<file path="src/rtl/fetch_unit_pkg.sv">
// rtl/fetch_unit_pkg.sv - shared constants and slot type for the instruction fetch unit
package fetch_unit_pkg;

    localparam int              XLEN             = 32;
    localparam logic [XLEN-1:0] RESET_PC_DEFAULT = 32'h0000_0000;

    typedef struct packed {
        logic [XLEN-1:0] instr;
        logic [XLEN-1:0] pc;
    } fetch_slot_t;

    function automatic logic [XLEN-1:0] word_align(input logic [XLEN-1:0] addr);
        return {addr[XLEN-1:2], 2'b00};
    endfunction

endpackage

</file>
<file path="src/rtl/fetch_buffer.sv">
// rtl/fetch_buffer.sv - circular instruction buffer with flush, head is zero when empty
module fetch_buffer
    import fetch_unit_pkg::*;
#(
    parameter int DEPTH = 2
) (
    input  logic                         clk,
    input  logic                         rst_n,
    input  logic                         push_i,
    input  fetch_slot_t                  push_slot_i,
    input  logic                         pop_i,
    input  logic                         flush_i,
    output fetch_slot_t                  head_o,
    output logic [$clog2(DEPTH+1)-1:0]   count_o
);
    localparam int CNT_W = $clog2(DEPTH + 1);
    localparam int PTR_W = (DEPTH > 1) ? $clog2(DEPTH) : 1;

    fetch_slot_t      mem_q [DEPTH];
    logic [PTR_W-1:0] rd_ptr_q, rd_ptr_d, wr_ptr_q, wr_ptr_d;
    logic [CNT_W-1:0] count_q, count_d;
    logic             do_push, do_pop;

    function automatic logic [PTR_W-1:0] ptr_inc(input logic [PTR_W-1:0] p);
        return (p == PTR_W'(DEPTH - 1)) ? '0 : p + 1'b1;
    endfunction

    always_comb begin
        do_pop   = pop_i & (count_q != '0);
        do_push  = push_i & ((count_q != CNT_W'(DEPTH)) | do_pop);
        rd_ptr_d = rd_ptr_q;
        wr_ptr_d = wr_ptr_q;
        count_d  = count_q;
        if (flush_i) begin
            rd_ptr_d = '0;
            wr_ptr_d = '0;
            count_d  = '0;
        end else begin
            if (do_push) wr_ptr_d = ptr_inc(wr_ptr_q);
            if (do_pop)  rd_ptr_d = ptr_inc(rd_ptr_q);
            count_d = count_q + CNT_W'(do_push) - CNT_W'(do_pop);
        end
    end

    always_ff @(posedge clk or negedge rst_n) begin
        if (!rst_n) begin
            rd_ptr_q <= '0;
            wr_ptr_q <= '0;
            count_q  <= '0;
        end else begin
            rd_ptr_q <= rd_ptr_d;
            wr_ptr_q <= wr_ptr_d;
            count_q  <= count_d;
        end
    end

    always_ff @(posedge clk) begin
        if (do_push && !flush_i) mem_q[wr_ptr_q] <= push_slot_i;
    end

    assign head_o  = (count_q != '0) ? mem_q[rd_ptr_q] : '0;
    assign count_o = count_q;

endmodule

</file>
<file path="src/rtl/fetch_unit.sv">
// rtl/fetch_unit.sv - credit-based instruction fetch with redirect flush and stale-response dropping
module fetch_unit
    import fetch_unit_pkg::*;
#(
    parameter logic [XLEN-1:0] RESET_PC  = RESET_PC_DEFAULT,
    parameter int              BUF_DEPTH = 2
) (
    input  logic            clk,
    input  logic            rst_n,
    output logic            imem_req_valid,
    input  logic            imem_req_ready,
    output logic [XLEN-1:0] imem_req_addr,
    input  logic            imem_rsp_valid,
    input  logic [XLEN-1:0] imem_rsp_data,
    input  logic            redirect_valid,
    input  logic [XLEN-1:0] redirect_pc,
    output logic            if_valid,
    input  logic            if_ready,
    output logic [XLEN-1:0] if_instr,
    output logic [XLEN-1:0] if_pc
);
    localparam int             CNT_W   = $clog2(BUF_DEPTH + 1);
    localparam logic [CNT_W:0] DEPTH_C = (CNT_W + 1)'(BUF_DEPTH);

    logic [XLEN-1:0]  fetch_pc_q, fetch_pc_d, rsp_pc_q, rsp_pc_d;
    logic [CNT_W-1:0] outstanding_q, outstanding_d, drop_cnt_q, drop_cnt_d;
    logic [CNT_W-1:0] buf_count;
    logic             fire, push, pop, dropping;
    fetch_slot_t      push_slot, head_slot;

    // Counters read zero while in reset, so rst_n gates the request to keep it low there.
    assign imem_req_valid = rst_n & (({1'b0, outstanding_q} + {1'b0, buf_count}) < DEPTH_C);
    assign imem_req_addr  = fetch_pc_q;
    assign if_valid       = (buf_count != '0) & ~redirect_valid;
    assign if_instr       = head_slot.instr;
    assign if_pc          = head_slot.pc;
    assign push_slot      = '{instr: imem_rsp_data, pc: rsp_pc_q};

    always_comb begin
        fire          = imem_req_valid & imem_req_ready;
        pop           = if_valid & if_ready;
        dropping      = (drop_cnt_q != '0);
        push          = imem_rsp_valid & ~redirect_valid & ~dropping;
        outstanding_d = outstanding_q + CNT_W'(fire) - CNT_W'(imem_rsp_valid);
        fetch_pc_d    = fetch_pc_q;
        rsp_pc_d      = rsp_pc_q;
        drop_cnt_d    = drop_cnt_q;
        if (redirect_valid) begin
            // Everything still in flight after this edge belongs to the old stream.
            fetch_pc_d = word_align(redirect_pc);
            rsp_pc_d   = word_align(redirect_pc);
            drop_cnt_d = outstanding_d;
        end else begin
            if (fire)                      fetch_pc_d = fetch_pc_q + 32'd4;
            if (push)                      rsp_pc_d   = rsp_pc_q + 32'd4;
            if (imem_rsp_valid && dropping) drop_cnt_d = drop_cnt_q - 1'b1;
        end
    end

    always_ff @(posedge clk or negedge rst_n) begin
        if (!rst_n) begin
            fetch_pc_q    <= RESET_PC;
            rsp_pc_q      <= RESET_PC;
            outstanding_q <= '0;
            drop_cnt_q    <= '0;
        end else begin
            fetch_pc_q    <= fetch_pc_d;
            rsp_pc_q      <= rsp_pc_d;
            outstanding_q <= outstanding_d;
            drop_cnt_q    <= drop_cnt_d;
        end
    end

    fetch_buffer #(
        .DEPTH (BUF_DEPTH)
    ) u_buf (
        .clk         (clk),
        .rst_n       (rst_n),
        .push_i      (push),
        .push_slot_i (push_slot),
        .pop_i       (pop),
        .flush_i     (redirect_valid),
        .head_o      (head_slot),
        .count_o     (buf_count)
    );

endmodule
</file>
<file path="config.mk">
export PLATFORM = sky130hd
export DESIGN_NAME = fetch_unit
export DESIGN_NICKNAME = d
export VERILOG_FILES = /design/src/rtl/fetch_unit_pkg.sv /design/src/rtl/fetch_buffer.sv /design/src/rtl/fetch_unit.sv
export SDC_FILE = /design/constraint.sdc
export NUM_CORES = 1
export LEC_CHECK = 0
export ABC_CLOCK_PERIOD_IN_PS = 7100
export BUFFER_PORTS_ARGS = -buffer_cell sky130_fd_sc_hd__buf_2
export CAP_MARGIN = 20
export CORE_MARGIN = 1.5
export CORE_UTILIZATION = 62
export CTS_BUF_LIST = sky130_fd_sc_hd__clkbuf_4
export CTS_CLUSTER_DIAMETER = 50
export DETAILED_ROUTE_END_ITERATION = 6
export PLACE_DENSITY = 0.95
export SYNTH_ARGS = -nofsm -noshare
export SYNTH_HDL_FRONTEND = slang
export SYNTH_SLANG_ARGS = --single-unit
</file>
<file path="constraint.sdc">
create_clock -name clk -period 7.1 [get_ports clk]
set_input_delay 0 -clock clk [delete_from_list [all_inputs] [get_ports clk]]
set_output_delay 0 -clock clk [all_outputs]
set_load 0.01 [all_outputs]
</file>
==> impl_results.md <==
- Metal3 WL: 1770 um
- RSZ-0062 raised after global routing: false
- #FFs+latches synth: 192
- Final period util: 48.9%
- Site row count: 42
- Max layer used: met4
- Max-cap viol count: 0
- Final hold vios: 0
- Worst-path clk slew: 0.14 ns
- Worst Hold Class: primary input to flop
- Synth top area cells: edfxtp_1 (43%), dfrtp_1 (20%), mux2i_1 (7.4%), nor2_1 (3.8%), mux2_2 (2.3%)
- CTS tree: done
- First-pass DRT Iterations: 6
- Cell-internal power: 0.00183 W
- Top_reg_cell synth: edfxtp_1
- Htree depth: 4
- Hold Crit Start: imem_rsp_data[25]
- Initial Util: 64.3%
- Status: finished clean
- Critical Path AT: 3.98 ns
- DRT iter0 DRCs: 734
- Top-count cell post-synth: edfxtp_1
- Crit end category: flop
- Asr flop ratio synth: 35.4%
- Pre-CTS setup slack: 3.79 ns
- Initial antenna violation count: 0
- Number of I/O pins: 168
- Gr ovfl total: 0
- CTS Sinks: 192
- Mapped Cells: 685
- Via count: 6574
- WP data required: 7.61 ns
- Netlist cell types: 44
- DRC Markers: 0
- P_sw: 0.000868 W
- Reg2Reg Launch Point: u_buf.count_o[0]$_DFF_PN0_
- DR WL/cell: 17.9 um
- Setup TNS: 0 ns
- Largest net degree at the start of global routing: 68
- Final wirelength: 19700 um
- Worst Setup SP: u_buf.count_o[0]$_DFF_PN0_
- Wl on met1: 7730 um
- Sw frac: 32.2%
- Logic gate share of total power: 25.7%
- Number of global-route vias before repair: 6178
- Port Buf Inserts: 161
- Leak Pwr: 4.06 nW
- Clk_lat worst skew: 0.56 ns
- Met2 Wirelength: 9580 um
- Max Fclk: 0.288 GHz
- Die area: 0.0147 sq mm
- Fraction of layout cells with a size suffix above 1: 24.8%
- Synth area leader: edfxtp_1
- Peak VDD IR: 0.000192 V
- CP Class: flop to flop
- First-pass GRT wire length: 30500 um
- Clock network power share: 20.6%
- Clock buffer depth: 2
- Mapped Area: 0.00865 sq mm
- DIE HEIGHT: 121 um
- Area growth syn-to-layout: 22.0%
- Fin. max-slew vios: 0
- Crit-path max FO: 7
- Final setup violating endpoints: 0
- Root buffer cell: clkbuf_4
- Top-area cell type share of the netlist area: 43.0%
- Global Route Usage Sum: 27.4%
- Sequential share of power: 53.6%
- Critical Path Start Type: flop
- Syn_area_per_cell: 12.6 sq um
- Sequential area share after synthesis: 62.7%
- Final min period: 3.47 ns
- Post-layout util: 78.4%
- Final ANT Viol Nets: 0
- Post-synth EDFFs: 124
- Number of buffers created by CTS: 17
- Clock Skews: 0.0208 ns
- Die width: 121 um
- Relative slew margins: 25.4%
- Worst-Margin Slew: 1.11 ns
- Diode count: 0
- Yosys warns: 0
- Core Box Area: 0.0135 sq mm
- Fin nets: 985
- Most frequent cells after synthesis: edfxtp_1 (124), nor2_1 (88), dfrtp_1 (68)
- PnR worst setup slack: 3.63 ns
- HPWL after DPL: 12300 um
- FILL cells: 812
- Vias per cell: 6.00
- Pwr/cell area: 256 mW/mm^2
- GPL Wtd Cong: 0.966
layout make-up:
type | instances | area [sq um] | area share (%)
sequential | 192 | 5430 | 51.5
clock buffer | 17 | 128 | 1.21
clock inverter | 15 | 141 | 1.34
timing repair buffer | 237 | 1540 | 14.6
multi-input combinational | 443 | 3030 | 28.7
inverter | 16 | 60.1 | 0.569
tap | 176 | 220 | 2.09
timing repair:
| action | CTS | global route |
|---|---|---|
| hold buffers | 69 | 0 |
| resized for setup | 0 | 0 |
| setup buffers | 0 | 0 |
| hold endpoints to repair | 200 | 0 |
registers in the layout (all words and copies together) (netlist names):
register and cells:
rsp_pc_q 30, outstanding_q 2, u_buf.mem_q 124, u_buf.rd_ptr_q 1
u_buf.wr_ptr_q 1, imem_req_addr 30, u_buf.count_o 2, drop_cnt_q 2
path summary, 6_finish.rpt:
path,slack (ns),to,cells past startpoint
setup / recovery,3.63,imem_req_addr[25]$_DFFE_PN0P_,7
hold / removal,0.16,u_buf.mem_q[1][57]$_DFFE_PP_,2
setup reg to reg,3.63,imem_req_addr[25]$_DFFE_PN0P_,7
hold reg to reg,0.55,u_buf.mem_q[1][6]$_DFFE_PP_,0
max in group asynchronous,6.23,u_buf.rd_ptr_q$_DFFE_PN0P_,3
min in group asynchronous,0.26,imem_req_addr[10]$_DFFE_PN0P_,3
per-layer routing:
layer	vias to the layer above	track usage (%)
li1	3018	-
met1	3130	34.7
met2	376	45.2
met3	50	6.67
met4	0	11.6
met5	-	0
logic make-up after synthesis:
logic type	Yosys count	share of synthesized area, %
AO/OA/AOI/OAI	87	6.80
XOR/XNOR	26	2.63
adder cells (fa/ha/maj)	8	1.24
buffers and inverters	53	2.57
flip-flops	192	62.7
multiplexers	82	9.75
other	1	0.0434
AND/OR/NAND/NOR	236	14.2
power groups by stage:
stage | clock network [W] | registers [W] | logic (W)
after floorplan | 0 | 0.00141 | 0.000456
after global placement | 0 | 0.00146 | 0.000631
after detailed placement | 0 | 0.00147 | 0.000657
after CTS | 0.000573 | 0.00144 | 0.000689
after global routing | 0.000625 | 0.00146 | 0.000763
final | 0.000557 | 0.00145 | 0.000694
per-stage QoR:
stage          instance area, sq um  power [W]  hold slack (ns)  cells
6_report                      10600    0.00270            0.160   1096
5_1_grt                       10600    0.00285           0.0994   1096
4_1_cts                       10500    0.00270            0.105   1094
3_5_place_dp                   9580    0.00212           -0.169    993
3_3_place_gp                   9580    0.00209           -0.173    993
2_1_floorplan                  8660    0.00187           -0.296    688
cells in the final DEF (no fill, tap or decap), types with 16 or more instances in the layout:
cell	n
mux2_2	18
or4_1	16
nand2_1	23
mux2i_1	64
dfrtp_1	67
edfxtp_1	124
clkbuf_4	17
dlygate4sd3_1	69
nor2_1	87
buf_2	161
nor4_1	16
xnor2_1	18
nand4_1	18
a31oi_1	22
critical path: stages, from the launching register on:
cell           delay (ns)
dfrtp_1              0.47
and2_1               0.18
fa_1                 0.51
or3b_1               0.53
nor4_1               0.69
a211oi_1             0.20
a211oi_1             0.28
dlygate4sd3_1        0.58
Power figures use the tool's default switching activity.
